[src/rtl/fetch_controller_pkg.sv]
// Shared types and default constants for the instruction fetch controller.
package fetch_pkg;

   // Fetch sequencing states.
   typedef enum logic [1:0] {
      FS_IDLE = 2'd0,
      FS_REQ  = 2'd1,
      FS_WAIT = 2'd2,
      FS_HOLD = 2'd3
   } fetch_state_t;

   // Next-PC source chosen by the FSM each cycle.
   typedef enum logic [1:0] {
      PC_SEL_HOLD     = 2'd0,
      PC_SEL_STEP     = 2'd1,
      PC_SEL_REDIRECT = 2'd2
   } pc_sel_t;

   localparam logic [31:0] RESET_VECTOR_DEFAULT = 32'h0000_0000;
   localparam int unsigned PC_STEP_DEFAULT      = 32'd4;

endpackage

[src/rtl/fetch_controller_if.sv]
// Instruction-memory request/response channel between fetch and memory.
interface fetch_controller_if #(
   parameter int XLEN = 32
) ();
   logic            req;
   logic [XLEN-1:0] addr;
   logic            ready;
   logic            valid;
   logic [XLEN-1:0] rdata;

   modport master (output req, output addr, input ready, input valid, input rdata);
   modport slave  (input req, input addr, output ready, output valid, output rdata);
endinterface

[src/rtl/fetch_controller_pc_reg.sv]
// Program counter register with reset / redirect / step / hold next-value mux.
module fetch_pc_reg
   import fetch_pkg::*;
#(
   parameter int              XLEN         = 32,
   parameter logic [XLEN-1:0] RESET_VECTOR = XLEN'(RESET_VECTOR_DEFAULT),
   parameter int unsigned     PC_STEP      = PC_STEP_DEFAULT
) (
   input  logic            clk,
   input  logic            rst,
   input  pc_sel_t         pc_sel,
   input  logic [XLEN-1:0] redirect_target,
   output logic [XLEN-1:0] pc
);

   logic [XLEN-1:0] pc_r;

   // Redirect targets are word aligned by clearing the two low bits.
   function automatic logic [XLEN-1:0] align_word(input logic [XLEN-1:0] a);
      return a & {{(XLEN-2){1'b1}}, 2'b00};
   endfunction

   // PC update; the step wraps naturally modulo 2^XLEN.
   always_ff @(posedge clk) begin
      if (rst) begin
         pc_r <= RESET_VECTOR;
      end else begin
         case (pc_sel)
            PC_SEL_HOLD:     pc_r <= pc_r;
            PC_SEL_STEP:     pc_r <= pc_r + XLEN'(PC_STEP);
            PC_SEL_REDIRECT: pc_r <= align_word(redirect_target);
            default:         pc_r <= pc_r;
         endcase
      end
   end

   assign pc = pc_r;

endmodule

[src/rtl/fetch_controller.sv]
// Fetch controller: one outstanding instruction-memory request at a time,
// holds each fetched word for decode, and lets execute redirect the PC.
module fetch_controller
   import fetch_pkg::*;
#(
   parameter int              XLEN         = 32,
   parameter logic [XLEN-1:0] RESET_VECTOR = XLEN'(RESET_VECTOR_DEFAULT),
   parameter int unsigned     PC_STEP      = PC_STEP_DEFAULT
) (
   input  logic              clk,
   input  logic              rst,
   fetch_controller_if.master imem,
   output logic              instr_valid,
   output logic [XLEN-1:0]   instr,
   output logic [XLEN-1:0]   instr_pc,
   input  logic              decode_ready,
   input  logic              redirect_valid,
   input  logic [XLEN-1:0]   redirect_target,
   output logic [XLEN-1:0]   pc_out
);

   fetch_state_t    state_r;
   pc_sel_t         pc_sel_s;
   logic [XLEN-1:0] pc_s;
   logic            kill_r;
   logic            req_r;
   logic            instr_valid_r;
   logic [XLEN-1:0] instr_r;
   logic [XLEN-1:0] instr_pc_r;

   fetch_pc_reg #(
      .XLEN         (XLEN),
      .RESET_VECTOR (RESET_VECTOR),
      .PC_STEP      (PC_STEP)
   ) u_pc_reg (
      .clk             (clk),
      .rst             (rst),
      .pc_sel          (pc_sel_s),
      .redirect_target (redirect_target),
      .pc              (pc_s)
   );

   // Next-PC source: redirect wins everywhere; step only on a kept response.
   always_comb begin
      pc_sel_s = PC_SEL_HOLD;
      case (state_r)
         FS_IDLE, FS_REQ, FS_HOLD: begin
            if (redirect_valid) pc_sel_s = PC_SEL_REDIRECT;
            else                pc_sel_s = PC_SEL_HOLD;
         end
         FS_WAIT: begin
            if (redirect_valid)              pc_sel_s = PC_SEL_REDIRECT;
            else if (imem.valid && !kill_r)  pc_sel_s = PC_SEL_STEP;
            else                             pc_sel_s = PC_SEL_HOLD;
         end
         default: pc_sel_s = PC_SEL_HOLD;
      endcase
   end

   // Fetch FSM with registered request, kill flag and instruction buffer.
   always_ff @(posedge clk) begin
      if (rst) begin
         state_r       <= FS_IDLE;
         req_r         <= 1'b0;
         kill_r        <= 1'b0;
         instr_valid_r <= 1'b0;
         instr_r       <= '0;
         instr_pc_r    <= '0;
      end else begin
         case (state_r)
            FS_IDLE: begin
               state_r <= FS_REQ;
               req_r   <= 1'b1;
            end
            FS_REQ: begin
               if (imem.ready) begin
                  // A redirect in the accept cycle leaves the old-PC response in flight.
                  state_r <= FS_WAIT;
                  req_r   <= 1'b0;
                  kill_r  <= redirect_valid;
               end else begin
                  state_r <= FS_REQ;
                  req_r   <= 1'b1;
               end
            end
            FS_WAIT: begin
               if (imem.valid) begin
                  if (kill_r || redirect_valid) begin
                     state_r <= FS_REQ;
                     req_r   <= 1'b1;
                     kill_r  <= 1'b0;
                  end else begin
                     state_r       <= FS_HOLD;
                     req_r         <= 1'b0;
                     kill_r        <= 1'b0;
                     instr_r       <= imem.rdata;
                     instr_pc_r    <= pc_s;
                     instr_valid_r <= 1'b1;
                  end
               end else begin
                  state_r <= FS_WAIT;
                  req_r   <= 1'b0;
                  if (redirect_valid) kill_r <= 1'b1;
                  else                kill_r <= kill_r;
               end
            end
            FS_HOLD: begin
               if (redirect_valid || decode_ready) begin
                  state_r       <= FS_REQ;
                  req_r         <= 1'b1;
                  instr_valid_r <= 1'b0;
               end else begin
                  state_r <= FS_HOLD;
                  req_r   <= 1'b0;
               end
            end
            default: begin
               state_r       <= FS_IDLE;
               req_r         <= 1'b0;
               kill_r        <= 1'b0;
               instr_valid_r <= 1'b0;
            end
         endcase
      end
   end

   assign imem.req    = req_r;
   assign imem.addr   = pc_s;
   assign pc_out      = pc_s;
   assign instr_valid = instr_valid_r;
   assign instr       = instr_r;
   assign instr_pc    = instr_pc_r;

endmodule

[src/flat_wrapper.sv]
// flat-port wrapper written by rule: the top's interface ports become plain ports
module fetch_controller_flat import fetch_pkg::*;
#(
   parameter int              XLEN         = 32,
   parameter logic [XLEN-1:0] RESET_VECTOR = XLEN'(RESET_VECTOR_DEFAULT),
   parameter int unsigned     PC_STEP      = PC_STEP_DEFAULT
)
  (clk, rst, instr_valid, instr, instr_pc, decode_ready, redirect_valid, redirect_target, pc_out, imem_req, imem_addr, imem_ready, imem_valid, imem_rdata);
  fetch_controller_if #(.XLEN(XLEN)) imem_i ();
  input  logic clk;
  input  logic rst;
  output logic instr_valid;
  output logic [XLEN-1:0] instr;
  output logic [XLEN-1:0] instr_pc;
  input  logic decode_ready;
  input  logic redirect_valid;
  input  logic [XLEN-1:0] redirect_target;
  output logic [XLEN-1:0] pc_out;
  output wire logic [$bits(imem_i.req)-1:0] imem_req;
  output wire logic [$bits(imem_i.addr)-1:0] imem_addr;
  input wire logic [$bits(imem_i.ready)-1:0] imem_ready;
  input wire logic [$bits(imem_i.valid)-1:0] imem_valid;
  input wire logic [$bits(imem_i.rdata)-1:0] imem_rdata;
  assign imem_req = imem_i.req;
  assign imem_addr = imem_i.addr;
  assign imem_i.ready = imem_ready;
  assign imem_i.valid = imem_valid;
  assign imem_i.rdata = imem_rdata;
  fetch_controller #(.XLEN(XLEN), .RESET_VECTOR(RESET_VECTOR), .PC_STEP(PC_STEP)) u_core (.clk(clk), .rst(rst), .imem(imem_i), .instr_valid(instr_valid), .instr(instr), .instr_pc(instr_pc), .decode_ready(decode_ready), .redirect_valid(redirect_valid), .redirect_target(redirect_target), .pc_out(pc_out));
endmodule
[config.mk]
export PLATFORM = sky130hd
export DESIGN_NAME = fetch_controller_flat
export DESIGN_NICKNAME = d
export VERILOG_FILES = /design/src/rtl/fetch_controller_pkg.sv /design/src/rtl/fetch_controller_if.sv /design/src/rtl/fetch_controller_pc_reg.sv /design/src/rtl/fetch_controller.sv /design/src/flat_wrapper.sv
export SDC_FILE = /design/constraint.sdc
export NUM_CORES = 1
export LEC_CHECK = 0
export CAP_MARGIN = 0
export CELL_PAD_IN_SITES_DETAIL_PLACEMENT = 2
export CELL_PAD_IN_SITES_GLOBAL_PLACEMENT = 2
export CORE_MARGIN = 4
export CORE_UTILIZATION = 23
export DETAILED_ROUTE_END_ITERATION = 8
export GPL_ROUTABILITY_DRIVEN = 0
export GPL_TIMING_DRIVEN = 0
export PLACE_DENSITY_LB_ADDON = 0.1
export SLEW_MARGIN = 0
export SYNTH_ARGS = -nofsm -noshare
export SYNTH_HDL_FRONTEND = slang
export SYNTH_HIERARCHICAL = 1
export SYNTH_SLANG_ARGS = --single-unit
[constraint.sdc]
create_clock -name clk -period 2.6 [get_ports clk]
set_input_delay 0.39 -clock clk [delete_from_list [all_inputs] [get_ports clk]]
set_output_delay 0.39 -clock clk [all_outputs]
set_load 0.03 [all_outputs]
**Yosys cells after proc, flatten, opt, wreduce, memory -nomap -nowiden**

Cells that the tools add are included.

- Flip-flop bits (word level): 101
- Input bits: 70
- Output and inout port bits: 130
- Word-level logic and storage cells: 54

- Add/sub/neg operators: 1
- Equality and inequality tests: 10
- Muxes and demuxes: 23
- Bitwise operators: 1
- Reductions and logical operators: 12

Operator list:

| kind | number |
|---|---|
| $pmux W32 S2 | 1 |
| $add A32 B3 Y32 const B | 1 |
| $mux W2 | 6 |
| $mux W1 | 11 |
| $pmux W2 S4 | 1 |
| $eq A2 B2 Y1 const B | 3 |
| $ne A2 B2 Y1 const B | 3 |
| $reduce_and A3 Y1 | 2 |
| $reduce_bool A2 Y1 | 3 |
| $eq A2 B1 Y1 const B | 2 |
| $pmux W1 S2 | 2 |
| $pmux W1 S4 | 1 |
| $pmux W2 S2 | 1 |
| $reduce_and A4 Y1 | 1 |
| $ne A3 B3 Y1 const B | 1 |
| $reduce_or A3 Y1 | 1 |
| $logic_not A2 Y1 | 1 |
| $logic_or A1 B1 Y1 | 2 |
| $ne A2 B1 Y1 const B | 1 |
| $logic_and A1 B1 Y1 | 1 |
| $logic_not A1 Y1 | 1 |
| $not A1 Y1 | 1 |

**Logic depth before layout (Yosys ltp)**

- Word-level depth: 7
- Depth in mapped cells: 13
- Depth with buffers taken out: 8

**By module**

The synthesis kept the hierarchy.

By module, submodules not included:

| module | times used | cells each | area an instance (um^2) | seq. area each (um^2) |
|---|---|---|---|---|
| fetch_controller | 1 | 332 | 3,368.2 | 1,381.3 |
| fetch_pc_reg | 1 | 282 | 2,078.2 | 600.6 |

**Worst setup path after synthesis**

OpenSTA, ideal clock, no wires.

- Path type: input to register
- From: input redirect_valid
- To: register u_core.u_pc_reg.pc_r[22], in the netlist u_core/u_pc_reg/pc[22]
- Setup time: 0.062 ns
- Arrival: 2.447 ns
- Required time: 2.538 ns
- Setup slack: 0.091 ns
- Cell stages on the path: 11
- Path buffers: 3
- Path through: nor2_1 and3_1 buf_6 buf_4 inv_1 ha_1 clkbuf_1 or2_2 or3_1 or4_1 nand3_1

- Word-level cells in the longest chain between the ends: 4
- Elaborated cells between the ends (all ways): 7
- Classes of those cells: eq/ne: 2; mux: 4; reduce/logical: 1

RTL lines:

| what | RTL line | source |
|---|---|---|
| start: declaration | flat_wrapper.sv:16 | `input logic redirect_valid;` |
| $mux W2 * | fetch_controller.sv:52 | `if (redirect_valid) pc_sel_s = PC_SEL_REDIRECT;` |
| $pmux W2 S2 * | fetch_controller.sv:46 | `case (state_r)` |
| via u_core.pc_sel_s[0] | fetch_controller.sv:23 | `pc_sel_t pc_sel_s;` |
| $eq A2 B2 Y1 or $eq A2 B1 Y1 (tied branches) | fetch_controller_pc_reg.sv:28 | `case (pc_sel)` |
| $pmux W32 S2 or $reduce_bool A2 Y1 (tied branches) | - |  |
| end signal: assignment | fetch_controller_pc_reg.sv:29 | `PC_SEL_HOLD: pc_r <= pc_r;` |
| end signal: assignment | fetch_controller_pc_reg.sv:30 | `PC_SEL_STEP: pc_r <= pc_r + XLEN'(PC_STEP);` |
| end signal: assignment | fetch_controller_pc_reg.sv:31 | `PC_SEL_REDIRECT: pc_r <= align_word(redirect_target);` |
| end: declaration | fetch_controller_pc_reg.sv:16 | `logic [XLEN-1:0] pc_r;` |

The timed path passes the listed nets; every way through them passes the cells marked *.
A chain may end at the register's enable or synchronous reset.

**Worst setup path after layout**

- From: input imem_valid
- To: register u_core.u_pc_reg.pc_r[28], in the netlist u_core/u_pc_reg/pc[28]

- Word-level cells in the longest chain between the ends: 6
- Elaborated cells between the ends (all ways): 8
- Classes of those cells: eq/ne: 2; mux: 4; reduce/logical: 2

RTL lines:

| what | RTL line | source |
|---|---|---|
| start: declaration | flat_wrapper.sv:22 | `input wire logic [$bits(imem_i.valid)-1:0] imem_valid;` |
| $logic_and A1 B1 Y1 * | fetch_controller.sv:53 | `else if (imem.valid && !kill_r) pc_sel_s = PC_SEL_STEP;` |
| $mux W1 * | fetch_controller.sv:53 |  |
| $mux W2 * | fetch_controller.sv:52 |  |
| $pmux W2 S2 * | fetch_controller.sv:46 |  |
| $eq A2 B2 Y1 or $eq A2 B1 Y1 (tied branches) | fetch_controller_pc_reg.sv:28 |  |
| $pmux W32 S2 or $reduce_bool A2 Y1 (tied branches) | - |  |

Mark *: on every way between the ends. The rest lies on a longest branch, timed or not.

==> impl_metrics.csv <==
group,metric,value,unit
worst_setup_path,r2r_start,"u_core/u_pc_reg/pc[2]",
layout,antenna_cells,0,
worst_setup_path,setup.worst_path.start,"imem_valid",
logic_synthesis,yosys-top-cells-area,"dfxtp_1, nand2b_1, mux2i_1, buf_4, buf_12",
layout,drive_gt1_share,11.1,%
worst_setup_path,rrSetupSlack,0.12,ns
timing,hold_ws,0.478,ns
logic_synthesis,synth_warnings,6,
power_and_ir_drop,design_power_total,3.85,mW
logic_synthesis,yosysSeqAreaShare,36.4,%
logic_synthesis,yosys.area_share.simple,27.4,%
min_path,hp-class,"register to register",
logic_synthesis,synthAdderAreaFrac,0.459,%
logic_synthesis,syn_area,5450,um2
die,core-area,23400,um2
clock_network,cts_buffer_depth,2,
drt,post_drt_via_cell_ratio,4.67,
grt,grt_max_degree,17,
logic_synthesis,synthXorXnorAreaFrac,0,%
clock_network,clk_latency,0.35,ns
drt,vias,5347,
timing,rsz0062_at_grt,"false",
die,io_pins,200,
timing,fmax,403,MHz
drt,detail-route-antenna-nets,0,
logic_synthesis,yosysTopAreaCell,"dfxtp_1",
grt,grt_use_total,16.9,%
clock_network,cts-root-buf,"clkbuf_16",
clock_network,clkTransAtPathRegs,0.07,ns
grt,grt-ovfl-total,0,
power_and_ir_drop,p_leak,2.78,nW
worst_setup_path,critPathCaptureType,"register",
layout,final_util,34.9,%
timing,slew_headroom,43.4,%
drt,routedWlPerCell,19.7,um
die,core.rowCount,56,
logic_synthesis,async_reset_ff_share,0,%
clock_network,cts_tree,"done",
timing,fin_tns_setup,0,ns
logic_synthesis,syn_area_per_cell,8.87,um2
worst_setup_path,worstSetupPathType,"input port to register",
die,die-height,162,um
die,initial_core_util,23.3,%
power_and_ir_drop,power.density,472,nW/um2
worst_setup_path,endpoint,"u_core/u_pc_reg/pc[28]",
logic_synthesis,synth_ff_type,"dfxtp_1",
timing,setup_violations,0,
power_and_ir_drop,peakVddDrop,0.203,mV
die,dieArea,26200,um2
grt,grt_pass1_wl,35100,um
drt,dr.pass1.iters,4,
timing,fin_crit_sh,95.3,%
timing,hold_viol,0,
grt,grt_pass1_vias,5911,
logic_synthesis,ys_ff_latch,99,
clock_network,cts_buffers,9,
logic_synthesis,synth_top_area_share,36.4,%
die,die_x,162,um
outcome,outcome,"completed",
worst_setup_path,r2r_end,"u_core/u_pc_reg/pc[30]",
timing,finClkSkew,0.0101,ns
logic_synthesis,ys_types,56,
layout,stdcell_area,8160,um2
worst_setup_path,startpoint_type,"input port",
logic_synthesis,synth_mux_area_share,12.1,%
place,place_area,7780,um2
grt,antenna_found_initial,0,
logic_synthesis,synth_top_family_by_area,"simple AND/OR/NAND/NOR gates",
timing,drv_slew,0,
clock_network,clock-sinks,99,
place,dp_hpwl,17200,um
logic_synthesis,syn_inst,614,
flow_run,max_cap_violations,0,
worst_setup_path,critPathMaxFanout,8,
clock_network,htree_levels,3,
drt,drt_iter0_drc,208,
logic_synthesis,synth_edf_count,0,
layout,mostFrequentLayoutCells,"clkdlybuf4s50_1, nand2b_1, dfxtp_1",
place,io_buffers,193,
timing,min_period,2.48,ns
drt,route.detailed.drc,0,
layout,syn_to_final_growth,49.8,%
drt,wl,22500,um
logic_synthesis,synth_compound_area_share,12.8,%
layout,layout_commonest_cell,"clkdlybuf4s50_1",
timing,tightest_slew,0.842,ns
worst_setup_path,reg2regPathDepth,6,
worst_setup_path,arrival,2.75,ns
worst_setup_path,cp.required,2.87,ns
layout,nets,894,
-- cells in the mapped netlist, types with 3 or more instances --
| cell | instances |
|---|---|
| clkbuf_1 | 31 |
| nor2_1 | 23 |
| o31ai_1 | 4 |
| nor4_1 | 7 |
| a311oi_1 | 4 |
| and3_1 | 11 |
| nor3b_1 | 3 |
| a31oi_1 | 9 |
| a211o_1 | 3 |
| buf_12 | 6 |
| or3_1 | 3 |
| nand2_1 | 22 |
| a311o_1 | 3 |
| inv_1 | 14 |
| o21ai_0 | 15 |
| mux2i_1 | 66 |
| o31a_1 | 6 |
| nand4_1 | 10 |
| buf_4 | 35 |
| nor2b_1 | 3 |
| or2_2 | 3 |
| a22oi_1 | 8 |
| o211ai_1 | 5 |
| o32ai_1 | 5 |
| nand3_1 | 16 |
| and4_1 | 3 |
| nor3_1 | 14 |
| and2_1 | 3 |
| nand2b_1 | 130 |
| a21oi_1 | 15 |
| buf_1 | 3 |
| dfxtp_1 | 99 |
-- state kept, by name, summed over array words and instances (netlist names) --
name,flops
u_core/imem.req,1
u_core/instr,32
u_core/instr_pc,32
u_core/instr_valid,1
u_core/kill_r,1
u_core/state_r,2
u_core/u_pc_reg/pc,30
-- report_power, final --
part	leakage, nW	internal, mW	switching [mW]
Sequential	0.804	1.56	0.0956
Clock	0.142	0.745	0.645
Combinational	1.84	0.389	0.413
-- per-layer routing --
| metal | vias to the layer above | routed length (um) | GRT usage (%) |
|---|---|---|---|
| li1 | 2539 | - | - |
| met1 | 2673 | 10300 | 22.3 |
| met2 | 125 | 11200 | 29.4 |
| met3 | 10 | 817 | 2.41 |
| met4 | 0 | 214 | 3.92 |
| met5 | - | 0 | 0 |
-- worst max-delay path, stage by stage --
cell and delay (ns):
clkdlybuf4s50_1 0.51, and3_1 0.21, buf_8 0.14, inv_1 0.05
ha_2 0.29, or2_2 0.39, nor2_1 0.11, or4b_1 0.44
a31oi_1 0.21
-- cells by family after synthesis --
kind of cell | Yosys count
AND/OR/NAND/NOR | 257
flip-flops | 99
AO/OA/AOI/OAI | 97
buffers and inverters | 92
multiplexers | 66
adder cells (fa/ha/maj) | 2
other | 1
-- stage by stage --
step / setup slack, ns / std cells
floorplan: 0.0912 / 615
global placement: -1.31 / 1127
detailed placement: -1.43 / 1127
CTS: 0.0303 / 1139
global route: 0.00209 / 1145
finish: 0.121 / 1145
-- layout make-up --
| class | count | area [um2] |
|---|---|---|
| timing repair buffer | 199 | 1980 |
| tap | 319 | 399 |
| clock buffer | 9 | 225 |
| fill | 2655 | 15200 |
| clock inverter | 6 | 65.1 |
| sequential | 99 | 1990 |
| multi-input combinational | 424 | 2900 |
| buffer | 75 | 552 |
| inverter | 14 | 52.6 |
-- worst min path at each step --
stage | from | end | cells after the start
after CTS | u_core/instr_pc[18] | u_core/instr_pc[18] | 2
after global placement | u_core/instr[3] | u_core/instr[3] | 2
after global routing | u_core/instr_pc[6] | u_core/instr_pc[6] | 2
final | u_core/instr[22] | u_core/instr[22] | 2
after floorplan | redirect_target[22] | u_core/u_pc_reg/pc[22] | 2
after detailed placement | u_core/instr_pc[24] | u_core/instr_pc[24] | 2
-- what timing repair did --
item,4_1_cts,5_1_grt
buffers inserted,0,6
gates cloned,0,0
setup endpoints to repair,30,16
hold buffers,0,0
resized for setup,21,12
pin swaps,0,1
No activity file was read; power rests on OpenSTA's default activity.
